==> src/rtl/wrr_req_tracker_if.sv <==
// Arbiter-side bus of the WRR pending-request tracker: request pushes,
// per-requestor status, the arbiter grant/ack handshake and the downstream
// grant ID. The master modport is the arbiter/producer side; the tracker
// uses the slave modport.
interface wrr_req_tracker_if #(
  parameter int N_REQ = 32,
  parameter int ID_W  = 5
);
  logic [N_REQ-1:0] push;
  logic [N_REQ-1:0] full;
  logic [N_REQ-1:0] ovf;
  logic             ovf_clr;
  logic [N_REQ-1:0] req;
  logic [N_REQ-1:0] gnt_w;
  logic [ID_W-1:0]  gnt_id;
  logic             ack;
  logic             out_vld;
  logic [ID_W-1:0]  out_id;
  logic             err;

  modport master (
    output push, ovf_clr, gnt_w, gnt_id,
    input  full, ovf, req, ack, out_vld, out_id, err
  );

  modport slave (
    input  push, ovf_clr, gnt_w, gnt_id,
    output full, ovf, req, ack, out_vld, out_id, err
  );
endinterface

==> src/rtl/wrr_req_tracker.sv <==
// Per-requestor pending-request tracker feeding a weighted round-robin
// arbiter. Each requestor owns a saturating counter of outstanding requests;
// req[i] is raised while its counter is nonzero. An eligible grant is accepted
// with a one-cycle ack, retires one request and forwards the granted ID.
// After an ack the next cycle ignores the grant, so at most one grant is
// accepted every two cycles.
//
// Optional feature: define WRR_REQ_TRACKER_CHECK_EN to require gnt_w to be
// exactly one-hot at gnt_id. Inconsistent grants are then rejected and
// flagged on err. Without it, gnt_w only qualifies that a grant is present.
module wrr_req_tracker #(
  parameter int N_REQ = 32,
  parameter int ID_W  = 5,
  parameter int CNT_W = 4
) (
  input  logic              clk,
  input  logic              rst,
  wrr_req_tracker_if.slave  bus
);

  localparam logic [CNT_W-1:0] CNT_MAX = '1;

  logic [CNT_W-1:0] count_q [N_REQ];
  logic [CNT_W-1:0] count_d [N_REQ];
  logic [N_REQ-1:0] ovf_q;
  logic [N_REQ-1:0] ovf_d;
  logic [N_REQ-1:0] ovf_set;
  logic [N_REQ-1:0] dec;
  logic             ack_q;
  logic             err_q;
  logic [ID_W-1:0]  out_id_q;

  logic             gnt_window;
  logic             gnt_ok;
  logic             cnt_zero;
  logic             accept;
  logic             err_d;

  // Grant qualification: decide whether this cycle's grant is accepted or
  // reported as a protocol error.
  // NOTE: every always_comb output gets a default at the top, so no path can
  // leave it unassigned and infer a latch.
  always_comb begin
    gnt_window = (|bus.gnt_w) && !ack_q;
    cnt_zero   = (count_q[bus.gnt_id] == '0);
`ifdef WRR_REQ_TRACKER_CHECK_EN
    gnt_ok     = (bus.gnt_w == ({{(N_REQ-1){1'b0}}, 1'b1} << bus.gnt_id));
`else
    gnt_ok     = 1'b1;
`endif
    accept     = gnt_window && gnt_ok && !cnt_zero;
    err_d      = gnt_window && (!gnt_ok || cnt_zero);
  end

  // Counter next state. A push and a decrement on the same requestor cancel.
  // A push at max without a decrement is dropped and flags overflow.
  always_comb begin
    dec     = '0;
    ovf_set = '0;
    for (int i = 0; i < N_REQ; i++) begin
      count_d[i] = count_q[i];
      dec[i]     = accept && (bus.gnt_id == ID_W'(i));
      if (bus.push[i] && !dec[i]) begin
        if (count_q[i] == CNT_MAX) ovf_set[i] = 1'b1;
        else                       count_d[i] = count_q[i] + 1'b1;
      end else if (dec[i] && !bus.push[i]) begin
        count_d[i] = count_q[i] - 1'b1;
      end
    end
    // A new overflow wins over a same-cycle clear.
    ovf_d = (ovf_q & {N_REQ{~bus.ovf_clr}}) | ovf_set;
  end

  // State registers with synchronous reset.
  // NOTE: the counter array is reset explicitly, because reset must discard
  // every pending request and not only the control flops.
  always_ff @(posedge clk) begin
    if (rst) begin
      for (int i = 0; i < N_REQ; i++) count_q[i] <= '0;
      ovf_q    <= '0;
      ack_q    <= 1'b0;
      err_q    <= 1'b0;
      out_id_q <= '0;
    end else begin
      // NOTE: sequential state uses only non-blocking assignments, so every
      // register samples its pre-edge value.
      count_q <= count_d;
      ovf_q   <= ovf_d;
      ack_q   <= accept;
      err_q   <= err_d;
      if (accept) out_id_q <= bus.gnt_id;
    end
  end

  // Arbiter-facing request and full vectors, decoded from the registered counts.
  always_comb begin
    bus.req  = '0;
    bus.full = '0;
    for (int i = 0; i < N_REQ; i++) begin
      bus.req[i]  = (count_q[i] != '0);
      bus.full[i] = (count_q[i] == CNT_MAX);
    end
  end

  assign bus.ovf     = ovf_q;
  assign bus.ack     = ack_q;
  assign bus.out_vld = ack_q;
  assign bus.out_id  = out_id_q;
  assign bus.err     = err_q;

endmodule
==> src/flat_wrapper.sv <==
// flat-port wrapper written by rule: the top's interface ports become plain ports
module wrr_req_tracker_flat 
#(
  parameter int N_REQ = 32,
  parameter int ID_W  = 5,
  parameter int CNT_W = 4
)
  (clk, rst, bus_push, bus_ovf_clr, bus_gnt_w, bus_gnt_id, bus_full, bus_ovf, bus_req, bus_ack, bus_out_vld, bus_out_id, bus_err);
  wrr_req_tracker_if #(.N_REQ(N_REQ), .ID_W(ID_W)) bus_i ();
  input  logic clk;
  input  logic rst;
  input wire logic [$bits(bus_i.push)-1:0] bus_push;
  input wire logic [$bits(bus_i.ovf_clr)-1:0] bus_ovf_clr;
  input wire logic [$bits(bus_i.gnt_w)-1:0] bus_gnt_w;
  input wire logic [$bits(bus_i.gnt_id)-1:0] bus_gnt_id;
  output wire logic [$bits(bus_i.full)-1:0] bus_full;
  output wire logic [$bits(bus_i.ovf)-1:0] bus_ovf;
  output wire logic [$bits(bus_i.req)-1:0] bus_req;
  output wire logic [$bits(bus_i.ack)-1:0] bus_ack;
  output wire logic [$bits(bus_i.out_vld)-1:0] bus_out_vld;
  output wire logic [$bits(bus_i.out_id)-1:0] bus_out_id;
  output wire logic [$bits(bus_i.err)-1:0] bus_err;
  assign bus_i.push = bus_push;
  assign bus_i.ovf_clr = bus_ovf_clr;
  assign bus_i.gnt_w = bus_gnt_w;
  assign bus_i.gnt_id = bus_gnt_id;
  assign bus_full = bus_i.full;
  assign bus_ovf = bus_i.ovf;
  assign bus_req = bus_i.req;
  assign bus_ack = bus_i.ack;
  assign bus_out_vld = bus_i.out_vld;
  assign bus_out_id = bus_i.out_id;
  assign bus_err = bus_i.err;
  wrr_req_tracker #(.N_REQ(N_REQ), .ID_W(ID_W), .CNT_W(CNT_W)) u_core (.clk(clk), .rst(rst), .bus(bus_i));
endmodule
==> config.mk <==
export PLATFORM = sky130hd
export DESIGN_NAME = wrr_req_tracker_flat
export DESIGN_NICKNAME = d
export VERILOG_FILES = /design/src/rtl/wrr_req_tracker_if.sv /design/src/rtl/wrr_req_tracker.sv /design/src/flat_wrapper.sv
export SDC_FILE = /design/constraint.sdc
export NUM_CORES = 1
export LEC_CHECK = 0
export BUFFER_PORTS_ARGS = -buffer_cell sky130_fd_sc_hd__buf_2
export CAP_MARGIN = 20
export CORE_MARGIN = 2
export CORE_UTILIZATION = 35
export DETAILED_ROUTE_END_ITERATION = 8
export PLACE_DENSITY_LB_ADDON = 0.2
export SETUP_SLACK_MARGIN = 0.3
export SLEW_MARGIN = 20
export SYNTH_ARGS = -nofsm -noshare
export SYNTH_HDL_FRONTEND = slang
export SYNTH_SLANG_ARGS = --single-unit
==> constraint.sdc <==
create_clock -name clk -period 4.5 [get_ports clk]
set_input_delay 1.35 -clock clk [delete_from_list [all_inputs] [get_ports clk]]
set_output_delay 1.35 -clock clk [all_outputs]
set_load 0.05 [all_outputs]
==> Yosys cells after proc, flatten, opt, wreduce, memory -nomap -nowiden <==
Cells that the tools add are included.
W data, S select, Z words.
{ "word_totals": {"regBits": 167, "inputBits": 72, "out_inout_bits": 104, "elab_cells": 627} }
{ "classes": {"n_addsub": 64, "order_cmp": 1, "eq_ne": 95, "mux": 163, "n_bitwise": 4, "reduce_logical": 264} }
{ "ops": {"columns": ["operator", "n"], "rows": [
  ["$mux W4", 98],
  ["$add A4 B1 Y4 const B", 32],
  ["$eq A4 B4 Y1 const B", 32],
  ["$reduce_bool A4 Y1", 32],
  ["$sub A4 B1 Y4 const B", 32],
  ["$logic_and A1 B1 Y1", 99],
  ["$eq A5 B5 Y1 const B", 16],
  ["$logic_not A1 Y1", 66],
  ["$mux W1", 64],
  ["$ne A2 B2 Y1 const B", 32],
  ["$reduce_and A2 Y1", 32],
  ["$reduce_bool A2 Y1", 32],
  ["$eq A5 B4 Y1 const B", 8],
  ["$and A32 B32 Y32", 1],
  ["$or A32 B32 Y32", 1],
  ["$reduce_or A32 Y1", 1],
  ["$bmux W4 S5", 1],
  ["$eq A5 B3 Y1 const B", 4],
  ["$eq A5 B2 Y1 const B", 2],
  ["$ge A6 B6 Y1 const B", 1],
  ["$not A5 Y6", 1],
  ["$eq A5 B1 Y1 const B", 1],
  ["$logic_not A5 Y1", 1],
  ["$logic_not A4 Y1", 1],
  ["$not A1 Y1", 1]
]} }

==> Logic depth before layout (Yosys ltp) <==
Gate-level depths: netlist (run 1).
{ "depth": {"ltp_word": 12, "depth_mapped": 18, "ltp_nobuf": 13} }

==> Worst setup path before layout (run 1) <==
OpenSTA, ideal clock, no wires.
{ "synth_timing": {"path_kind": "input -> register", "start": "input bus_gnt_id[0]", "end": "register u_core.count_q[7] (netlist bit)", "setup_ns": 0.121, "arrival_ns": 4.697, "t_required_ns": 4.379, "slack_ns": -0.318, "path_stages": 16, "n_path_buf": 4, "cell_sequence": "buf_6 mux4_2 o211a_2 a311oi_4 o221a_1 buf_4 buf_6 buf_2 nand2_1 o21ai_0 ha_1 a21o_1 a21oi_1 nor2_1 mux2i_1 mux2_2"} }
{ "synth_between": {"elab_chain_cells": 12, "elab_cells_between_ends": 16, "classes_between": "eq/ne (2); mux (4); bitwise (1); reduce/logical (9)"} }
{ "synth_rtl": {"columns": ["element", "line_no", "text"], "rows": [
  ["start, declared", "flat_wrapper.sv:15", "input wire logic [$bits(bus_i.gnt_id)-1:0] bus_gnt_id;"],
  ["$not A5 Y6 (not written as such)", "wrr_req_tracker.sv:45", "cnt_zero = (count_q[bus.gnt_id] == '0);"],
  ["$bmux W4 S5", "wrr_req_tracker.sv:45", null],
  ["$mux W4 (not written as such) (2 in series)", "wrr_req_tracker.sv:45", null],
  ["$logic_not A4 Y1", "wrr_req_tracker.sv:45", null],
  ["$logic_not A1 Y1", "wrr_req_tracker.sv:51", "accept = gnt_window && gnt_ok && !cnt_zero;"],
  ["$logic_and A1 B1 Y1", "wrr_req_tracker.sv:51", null],
  ["$logic_and A1 B1 Y1 (*)", "wrr_req_tracker.sv:62", "dec[i] = accept && (bus.gnt_id == ID_W'(i));"],
  ["$logic_not A1 Y1", "wrr_req_tracker.sv:63", "if (bus.push[i] && !dec[i]) begin"],
  ["$logic_and A1 B1 Y1", "wrr_req_tracker.sv:63", null],
  ["$ne A2 B2 Y1 (no line) or $reduce_bool A2 Y1 (tied branches)", null, null],
  ["$reduce_and A2 Y1 (no line)", null, null],
  ["end signal, assigned", "wrr_req_tracker.sv:87", "count_q <= count_d;"],
  ["end, declared", "wrr_req_tracker.sv:23", "logic [CNT_W-1:0] count_q [N_REQ];"]
]} }
Mark *: on every way between the ends. The rest lies on a longest branch, timed or not. The select of a mux whose other input is x is not followed.
A chain may end at the register's enable or synchronous reset.

==> Worst setup path in the final report (run 1) <==
{ "layout_timing": {"start": "input bus_gnt_id[1]", "end": "register u_core.count_q[55] (netlist bit)"} }
The elaborated chain is that of the path after synthesis.

==> results of run 1 <==
[layout by cell type (no fill, tap or decap), types with 38 or more instances in the layout]
master | netlist | routed
buf_4 | 7 | 216
buf_2 | 5 | 172
dfxtp_1 | 167 | 167
nor2_1 | 127 | 125
nor3_1 | 84 | 84
a21oi_1 | 101 | 68
nor2b_1 | 73 | 67
nand2_1 | 95 | 64
or4_1 | 45 | 44
mux2i_1 | 44 | 44
o21ai_0 | 46 | 42
nand2b_1 | 40 | 38
[logic make-up after synthesis]
logic type / synth area share (%)
AND/OR/NAND/NOR: 29.6
AO/OA/AOI/OAI: 16.6
flip-flops: 27.5
adder cells (fa/ha/maj): 11.9
multiplexers: 9.06
buffers and inverters: 3.05
XOR/XNOR: 2.31
[routing by layer]
metal  vias to the layer above  GRT usage (%)  part of all wire (%)
met4                         0           6.29                   1.8
met1                      5879           29.0                    46
met5                         -              0                     0
li1                       5964              -                     -
met3                        43           3.33                   5.2
met2                       305           36.2                    47
[sequential cells by signal (all words and copies together) (netlist names)]
name / cells
u_core.bus.err: 1
u_core.count_q: 128
u_core.bus.ack: 1
u_core.bus.ovf: 32
u_core.bus.out_id: 5
[repair_timing]
item                       4_1_cts  5_1_grt
hold buffers                     0        0
setup endpoints to repair       32       35
gates cloned                     4        0
pin swaps                       20      101
setup buffers                   23       26
gates resized for setup         36       75
[through the flow]
stage / std cells / total power [mW] / utilization [%] / setup WS [ns]
2_1_floorplan: 1395 / 3.08 / - / -0.135
3_3_place_gp: 2138 / 3.64 / 43.9 / -0.317
3_5_place_dp: 2138 / 3.67 / 43.9 / -0.359
4_1_cts: 2197 / 5.41 / 46.9 / 0.293
5_1_grt: 2224 / 5.78 / 49.2 / 0.182
6_report: 2225 / 5.49 / 49.3 / 0.291
[worst paths after layout]
path	endpoint	slack, ns	depth (start not counted)
setup reg to reg	u_core.count_q[55]$_SDFFE_PP0P_	0.67	14
hold reg to reg	u_core.bus.out_id[0]$_SDFFE_PP0P_	0.45	2
hold / removal	u_core.bus.out_id[0]$_SDFFE_PP0P_	0.45	2
setup / recovery	u_core.count_q[55]$_SDFFE_PP0P_	0.29	16
[power breakdown]
| part | leakage [nW] | internal (mW) | switching, mW |
|---|---|---|---|
| logic | 5.67 | 0.911 | 1.19 |
| clock network | 0.289 | 0.879 | 0.674 |
| registers | 1.37 | 1.62 | 0.220 |
| total | 7.33 | 3.41 | 2.09 |
[critical path, cell delays in order]
cell and delay (ns):
buf_6 0.12, buf_6 0.12, nand2b_4 0.15, nor4_4 0.29
nor4_2 0.10, or4_4 0.53, o221a_4 0.38, buf_12 0.19
nand3_2 0.08, nand2_2 0.06, buf_4 0.14, ha_1 0.31
a21oi_2 0.16, nor2_1 0.06, mux2i_1 0.15, mux2_2 0.34
[layout make-up]
| class | count | area [sq um] | share of cell area, % |
|---|---|---|---|
| Antenna cell | 2 | 5.00 | 0.0296 |
| Tap cell | 455 | 569 | 3.36 |
| Timing Repair Buffer | 412 | 2900 | 17.1 |
| Clock buffer | 22 | 484 | 2.86 |
| Inverter | 3 | 11.3 | 0.0665 |
| Sequential cell | 167 | 3340 | 19.7 |
| Multi-Input combinational cell | 1154 | 9500 | 56.1 |
| Clock inverter | 10 | 119 | 0.702 |
==> impl_results.md, run 1 <==
- Max Cap Violations: 0
- Initial core utilization: around 35%
- Netlist area before placement: about 12000 sq um
- Fin Hold WS: 0.453 ns
- Vias in the first global route: 11400
- Die X: roughly 190 um
- First-pass GRT wire length: ~62 mm
- Clk pin slew, worst setup/hold paths: around 0.07 ns
- Reg-to-Reg Start: u_core.count_q[52]$_SDFFE_PP0P_
- # IOs: roughly 180
- Crit Path Category: primary input to flop
- Setup TNS: 0 ns
- #FFs+latches synth: about 170
- CP startpoint: bus_gnt_id[1]
- Data required, critical path: roughly 4.8 ns
- Peak Freq: between 0.2 and 0.25 GHz
- Yosys top cell area share: between 20% and 30%
- IR drop worst, VDD: a little under 0.3 mV
- # clock sinks: about 170
- DRT Pass-1 Iters: 5
- Crit share post-route: ~94%
- Synth top cells by count: dfxtp_1, nor2_1, a21oi_1
- Post-route cell area: approximately 17000 sq um
- Number of I/O port buffers: about 180
- CTS H-tree depth: 4
- RSZ-0062 raised after global routing: yes
- Max FO, Critical Path: 8
- DR vias/cell: 5.48
- Syn_area_per_cell: roughly 8.7 sq um
- GRT Util Overall: 21.7%
- Ys flop type: dfxtp_1
- Seq/Total Area, Yosys: ~28%
- Synth Instances: between 1000 and 1500
- Routed vias: about 12000
- Layout fillers: about 3300
- Core box area: around 34000 sq um
- Total grt overflow: 0
- Root Buffer: clkbuf_16
- Initial antenna violation count: 2
- Clk Latency, worst-skew pair: between 0.4 and 0.5 ns
- Top cells by area, synth: dfxtp_1, ha_1, fa_1
- Placer Congestion: between 0.8 and 0.9
- Die H: between 150 and 200 um
- CP endpoint kind: flop
- YS warnings: 0
- Final min period: between 4 and 5 ns
- Static leakage: about 7.3 nW
- Synthesized net count: 1563
- DR DRC count: 0
- Worst-margin pin slew: around 0.76 ns
- Hold Startpoint: u_core.bus.out_id[0]$_SDFFE_PP0P_
- Fin Clk Skew: around 0.013 ns
- Slew Limit Fails: 0
- Unique masters post-synth: 66
- Post-synth EDFFs: 0
- Routed WL per cell: roughly 18 um
- Post-synth top area cell: dfxtp_1
- Worst EP arrival: 4.55 ns
- Routed Antenna Nets: 0
- Final setup fails: 0
- FP Rows: a little under 70
- Crit path launch type: primary input
- P&R area growth vs syn: 39.4%
- Largest net degree at the start of global routing: ~120
- Relative slew slack: 48.9%
- Status: completed
- Nets: between 1500 and 2000
- Power per Cell Area: between 300 and 400 nW/um^2
- DP Wirelength: just under 30 mm
- Die area: between 30000 and 40000 sq um
- Final Hold Fails: 0
- Dpl cell area: around 15000 sq um
- Final WL: between 40 and 50 mm
- CTS tree: built
- CTS buffer count: 17
- Hold Path Class: flop to flop
- Iteration-0 DRC Markers: between 600 and 700
- Layout cells sized above 1: a little under two fifths
- Async SR Flop Fraction: 0%
- Max Buffers Root-to-Sink: 2
- Most common cell in the netlist: dfxtp_1
(Power assumes the default switching activity.)
==> inputs of run 2 (changes only) <==
--- a/config.mk
+++ b/config.mk
@@ -5,7 +5,7 @@
 export SDC_FILE = /design/constraint.sdc
 export NUM_CORES = 1
 export LEC_CHECK = 0
-export BUFFER_PORTS_ARGS = -buffer_cell sky130_fd_sc_hd__buf_2
+export BUFFER_PORTS_ARGS = -buffer_cell sky130_fd_sc_hd__buf_4
 export CAP_MARGIN = 20
 export CORE_MARGIN = 2
 export CORE_UTILIZATION = 35
==> run 2 against run 1 <==
  * Power grew 4.7%
  * Non-clock buffer count grew 6
  * Worst setup slack lost 0.089 ns
  * Final area grew 4.2%
  * Clock-buffer cell count shrank 5
  * Sequential share of layout area shrank 0.79 points
  * Utilization grew 2.0 points
  * Routed wire length grew 0.89%
  * Cell count grew 0.13%
  * Worst hold slack gained 0.0074 ns
  * Maximum frequency shrank 2.1%
  * Global-route usage grew 0.26 points
  * Largest cell class unchanged
==> impl_results.md, run 2 (synthesis results as in run 1) <==
- CP endpoint kind: flop
- # clock sinks: around 170
- Clock share of power: about 29%
- CTS H-tree depth: 4
- Setup WS post-layout: ~0.2 ns
- Finished Layout Cells: roughly 2200
- Crit path launch type: primary input
- RSZ-0062 raised after global routing: yes
- Buf/Inv on CP: 6
- Commonest non-fill, non-tap cells in the layout: buf_4, dfxtp_1, nor2_1
- First-pass GRT wire length: between 60 and 70 mm
- FP Rows: 68
- DR vias/cell: ~5.5
- Max FFs per register: roughly 130
- Largest reg by FF count: u_core.count_q
- Cells along the critical path: buf_8 > buf_8 > buf_6 > mux4_2 > nor2_4 > a311oi_4 > buf_4 > o221a_4 > buf_4 > buf_4 > nand3_4 > nand2_4 > ha_4 > a21o_1 > a21oi_2 > nor2_1 > mux2i_1 > mux2_2
- Worst EP arrival: between 4 and 5 ns
- # IOs: ~180
- Clk Latency, worst-skew pair: ~0.46 ns
- Int Pwr: ~3.6 mW
- Slowest cell on crit path: mux4_2
- Routed WL per cell: roughly 18 um
- Number of I/O port buffers: between 150 and 200
- Antenna diode count: 0
- Die H: about 190 um
- Max FO, Critical Path: 11
- Worst path most repeated cell: buf_4
- Total grt overflow: 0
- Die area: roughly 36000 sq um
- Peak Freq: around 0.23 GHz
- CTS tree: built
- Final WL: between 40 and 50 mm
- Worst-margin pin slew: roughly 0.7 ns
- DR DRC count: 0
- Vias in the first global route: ~12000
- CTS buffer count: 17
- Placer Congestion: approximately 0.86
- Initial antenna violation count: 0
- Hold Path Class: flop to flop
- Dpl ws: -0.402 ns
- Relative slew slack: ~54%
- Layout fillers: between 3000 and 4000
- Net Sw Frac: 37.1%
- Placed cells: roughly 2100
- Data required, critical path: between 4 and 5 ns
- CP max stage delay: between 0.5 and 0.6 ns
- Comb pwr share: between 30 and 40%
- Crit Path Category: primary input to flop
- Slew Limit Fails: 0
- Root Buffer: clkbuf_16
- DP Wirelength: 28.9 mm
- Die X: 190 um
- Status: completed
- Layout cells sized above 1: between 30% and 40%
- Power per Cell Area: ~330 nW/um^2
- Largest net degree at the start of global routing: about 130
- Most common cell after layout, fill and taps aside: buf_4
- P_sw: around 2.1 mW
- Static leakage: between 7 and 8 nW
- Routed vias: around 12000
- CP top delay family: multiplexers
- P&R area growth vs syn: 45.2%
- Clk pin slew, worst setup/hold paths: about 0.070 ns
- Final setup fails: 0
- GRT Util Overall: 21.9%
- Routed Antenna Nets: 0
- Final min period: about 4.3 ns
- Core box area: roughly 34000 sq um
- Nets: just under 2000
- Iteration-0 DRC Markers: about 560
- DRT Pass-1 Iters: 5
- Crit share post-route: between 90% and 100%
- Max Cap Violations: 0
- Fin Clk Skew: 0.0137 ns
- Final Hold Fails: 0
- Initial core utilization: 35.3%
- Max Buffers Root-to-Sink: 2
- IR drop worst, VDD: a little over 0.3 mV
- Flop pwr share: between 30% and 40%
run 2: cell count changes in the layout (fill, tap and decap cells not counted), sizes merged:
cell,change
buf,+5
bufinv,+3
clkbuf,-4
clkinv,+1
clkinvlp,-3
diode,-2
inv,+3
run 2: area by class of cell:
class / count / area (sq um) / area share [%]
Sequential cell: 167 / 3340 / 19.0
Timing Repair Buffer: 418 / 3450 / 19.5
Tap cell: 455 / 569 / 3.23
Clock inverter: 14 / 221 / 1.26
Clock buffer: 17 / 425 / 2.41
Inverter: 3 / 11.3 / 0.0639
Multi-Input combinational cell: 1154 / 9620 / 54.5
run 2: worst paths after layout:
check	cells after the start	startpoint	to	slack, ns
setup / recovery	18	bus_gnt_id[0]	u_core.count_q[3]$_SDFFE_PP0P_	0.20
hold reg to reg	2	u_core.bus.out_id[3]$_SDFFE_PP0P_	u_core.bus.out_id[3]$_SDFFE_PP0P_	0.46
setup reg to reg	15	u_core.count_q[61]$_SDFFE_PP0P_	u_core.count_q[3]$_SDFFE_PP0P_	0.60
hold / removal	2	u_core.bus.out_id[3]$_SDFFE_PP0P_	u_core.bus.out_id[3]$_SDFFE_PP0P_	0.46
run 2: repair_timing:
action,CTS,global route
pin swaps,103,70
hold buffers,0,0
resized for setup,83,67
endpoints found under the setup margin,34,70
gates cloned,4,1
buffers inserted,38,24
run 2: worst register-to-register path: cells and delay by family, from the launching register on:
family | cells | cell delay (ns)
AOI/OAI and AO/OA | 4 | 0.84
adders and majority gates | 1 | 0.23
buffers and inverters | 2 | 0.28
DFF | 1 | 0.39
muxes | 2 | 0.57
and+or+nand+nor | 6 | 1.48
run 2: through the flow:
stage | utilization, % | TNS (ns) | hold WS [ns] | power (mW) | cell area, sq um
floorplan | - | -0.558 | 0.464 | 3.08 | 12500
global placement | 44.9 | -10.11 | 0.448 | 3.71 | 15400
detailed placement | 44.9 | -15.08 | 0.456 | 3.74 | 15400
CTS | 49.7 | 0 | 0.466 | 5.66 | 17100
global route | 51.3 | 0 | 0.494 | 6.04 | 17600
finish | 51.3 | 0 | 0.460 | 5.75 | 17600
run 2: power groups by stage:
| stage | combinational [mW] | clock [mW] | sequential [mW] |
|---|---|---|---|
| 5_1_grt | 2.39 | 1.78 | 1.87 |
| 3_3_place_gp | 1.86 | 0 | 1.85 |
| 3_5_place_dp | 1.89 | 0 | 1.85 |
| 2_1_floorplan | 1.26 | 0 | 1.82 |
| 4_1_cts | 2.12 | 1.72 | 1.83 |
| 6_report | 2.22 | 1.69 | 1.84 |
run 2: routing by layer:
layer	GRT usage (%)	wire length (um)
met4	7.10	1020
met5	0	0
met2	36.3	19100
met1	29.2	18400
met3	3.44	2130
==> inputs of run 3 (changes only) <==
--- a/config.mk
+++ b/config.mk
@@ -8,7 +8,7 @@
 export BUFFER_PORTS_ARGS = -buffer_cell sky130_fd_sc_hd__buf_4
 export CAP_MARGIN = 20
 export CORE_MARGIN = 2
-export CORE_UTILIZATION = 35
+export CORE_UTILIZATION = 45
 export DETAILED_ROUTE_END_ITERATION = 8
 export PLACE_DENSITY_LB_ADDON = 0.2
 export SETUP_SLACK_MARGIN = 0.3
==> run 3 against run 2 <==
  * Register-to-register slack lost 0.06 ns
  * Clock power shrank 8%
  * Power shrank 2.4%
  * Critical endpoint is now u_core.count_q[83]$_SDFFE_PP0P_
  * Largest cell class unchanged
  * Highest routed layer unchanged
==> impl_results.md, run 3 (synthesis results as in run 1) <==
- Metal2 WL: roughly 19 mm
- WL met1: about 17 mm
- Int Pwr: roughly 3.5 mW
- Vias in the first global route: between 10000 and 15000
- Iteration-0 DRC Markers: between 800 and 900
- Max Buffers Root-to-Sink: 2
- Reg-to-Reg Start: u_core.count_q[61]$_SDFFE_PP0P_
- P&R area growth vs syn: 44.0%
- Status: completed
- Die X: between 150 and 200 um
- Die area: approximately 28000 sq um
- Buf/Inv on CP: 3
- CP max stage delay: roughly 0.53 ns
- Static leakage: about 7.4 nW
- DP Wirelength: ~27 mm
- Final Hold Fails: 0
- Core box area: 26700 sq um
- RSZ-0062 raised after global routing: yes
- Routed Antenna Nets: 0
- Peak Freq: about 0.23 GHz
- Placed cells: about 2000
- # clock sinks: about 170
- Initial core utilization: a little under half
- Max FO, Critical Path: 8
- Net Sw Frac: between 30% and 40%
- Max FFs per register: about 130
- Clk pin slew, worst setup/hold paths: roughly 0.070 ns
- Fin Clk Skew: 0.0115 ns
- Most common cell after layout, fill and taps aside: buf_4
- Layout cells sized above 1: 38.8%
- Cells along the critical path: buf_12 > buf_12 > mux4_2 > o211a_4 > a311oi_4 > buf_6 > o221ai_4 > or4_4 > nand2_4 > ha_1 > a21o_1 > a21oi_2 > nor2_1 > mux2i_1 > mux2_2
- Worst-margin pin slew: 0.782 ns
- Post-route cell area: ~17000 sq um
- Hold Path Class: flop to flop
- Top sig layer: met4
- Comb pwr share: 39.5%
- Finished Layout Cells: 2121
- Max Cap Violations: 0
- Fin Hold WS: roughly 0.46 ns
- Final setup fails: 0
- Number of I/O port buffers: around 180
- Slowest cell on crit path: mux4_2
- P_sw: around 2.1 mW
- Crit path launch type: primary input
- Clock share of power: between 20% and 30%
- DR DRC count: 0
- FF-to-FF End: u_core.count_q[11]$_SDFFE_PP0P_
- CTS buffer count: 17
- Crit path capture: u_core.count_q[83]$_SDFFE_PP0P_
- Placer Congestion: 0.901
- Final WL: around 40 mm
- Power per Cell Area: approximately 320 nW/um^2
- CP startpoint: bus_gnt_id[0]
- Utilization after layout: about two thirds
- Critical path depth: 15
- CP top delay family: multiplexers
- Metal3 WL: 2.38 mm
- CTS H-tree depth: 4
- R2R cell count: 15
- Routed WL per cell: approximately 19 um
- Die H: about 170 um
- Layout fillers: between 2000 and 2500
- Largest reg by FF count: u_core.count_q
- Nets: 1935
- Relative slew slack: a little under half
- Flop pwr share: about a third
- Antenna diode count: 0
- CP endpoint kind: flop
- Worst path most repeated cell: buf_12
- Data required, critical path: between 4 and 5 ns
- Dpl cell area: 15300 sq um
- R2r setup slk: 0.54 ns
- Worst EP arrival: roughly 4.7 ns
- GRT Util Overall: a little over a quarter
- Setup TNS: 0 ns
- Total grt overflow: 0
- Crit Path Category: primary input to flop
- # IOs: 176
- FP Rows: 60
- Final min period: 4.32 ns
- Largest net degree at the start of global routing: ~110
- Slew Limit Fails: 0
- Commonest non-fill, non-tap cells in the layout: buf_4, dfxtp_1, nor2_1
- First-pass GRT wire length: 62.5 mm
- Crit share post-route: between 90% and 100%
- Clk Latency, worst-skew pair: ~0.44 ns
- IR drop worst, VDD: around 0.24 mV
- CTS tree: built
- Initial antenna violation count: 0
- Routed vias: roughly 13000
- DRT Pass-1 Iters: 6
- Root Buffer: clkbuf_16
- DR vias/cell: 5.94
[run 3: changes by cell type in the layout (fill, tap and decap cells not counted), sizes merged]
| cell | before | now |
|---|---|---|
| buf | 415 | 422 |
| bufinv | 5 | 2 |
| clkinvlp | 0 | 3 |
| bufbuf | 2 | 1 |
| clkbuf | 18 | 19 |
| clkinv | 6 | 5 |
| inv | 6 | 7 |
[run 3: cell type report]
type                            count  area [sq um]  area share (%)
Multi-Input combinational cell   1154          9670            55.3
Tap cell                          341           427            2.44
Clock buffer                       18           439            2.51
Timing Repair Buffer              424          3430            19.6
Inverter                            3          11.3          0.0644
Clock inverter                     14           163           0.930
Sequential cell                   167          3340            19.1
[run 3: worst min path at each step]
stage	from	to	cells past startpoint
after floorplan	u_core.count_q[94]$_SDFFE_PP0P_	u_core.count_q[94]$_SDFFE_PP0P_	2
after global placement	u_core.bus.ovf[30]$_SDFF_PP0_	u_core.bus.ovf[30]$_SDFF_PP0_	2
after detailed placement	u_core.bus.ovf[30]$_SDFF_PP0_	u_core.bus.ovf[30]$_SDFF_PP0_	2
after CTS	u_core.bus.ovf[30]$_SDFF_PP0_	u_core.bus.ovf[30]$_SDFF_PP0_	2
after global routing	u_core.bus.out_id[4]$_SDFFE_PP0P_	u_core.bus.out_id[4]$_SDFFE_PP0P_	2
final	u_core.bus.ovf[30]$_SDFF_PP0_	u_core.bus.ovf[30]$_SDFF_PP0_	2
[run 3: power groups by stage]
stage	Clock [mW]	Combinational (mW)	Sequential, mW
6_report	1.55	2.22	1.84
5_1_grt	1.62	2.38	1.87
4_1_cts	1.56	2.09	1.83
3_5_place_dp	0	1.90	1.85
3_3_place_gp	0	1.86	1.84
2_1_floorplan	0	1.26	1.82
[run 3: tightest hold or removal path, delay by kind of cell (launching register included)]
kind	cells	cell delay, ns
flip-flops	1	0.31
AND/OR/NAND/NOR	1	0.05
AO/OA/AOI/OAI	1	0.05
[run 3: stage by stage]
step | power [mW] | setup WS, ns
floorplan | 3.08 | -0.135
CTS | 5.48 | 0.202
detailed placement | 3.74 | -0.388
global route | 5.87 | 0.0959
finish | 5.61 | 0.177
global placement | 3.70 | -0.343
[run 3: per-layer routing]
layer  global-route usage, %  vias to the layer above
met5                       0                        -
met4                    10.3                        0
met3                    4.44                       80
met2                    45.2                      429
met1                    35.9                     6132
li1                        -                     5965
[run 3: repair_timing]
item / 4_1_cts / 5_1_grt
cloned: 1 / 1
resized for setup: 84 / 76
hold buffers: 0 / 0
setup buffers: 44 / 19
pin swaps: 75 / 88
setup endpoints to repair: 32 / 70
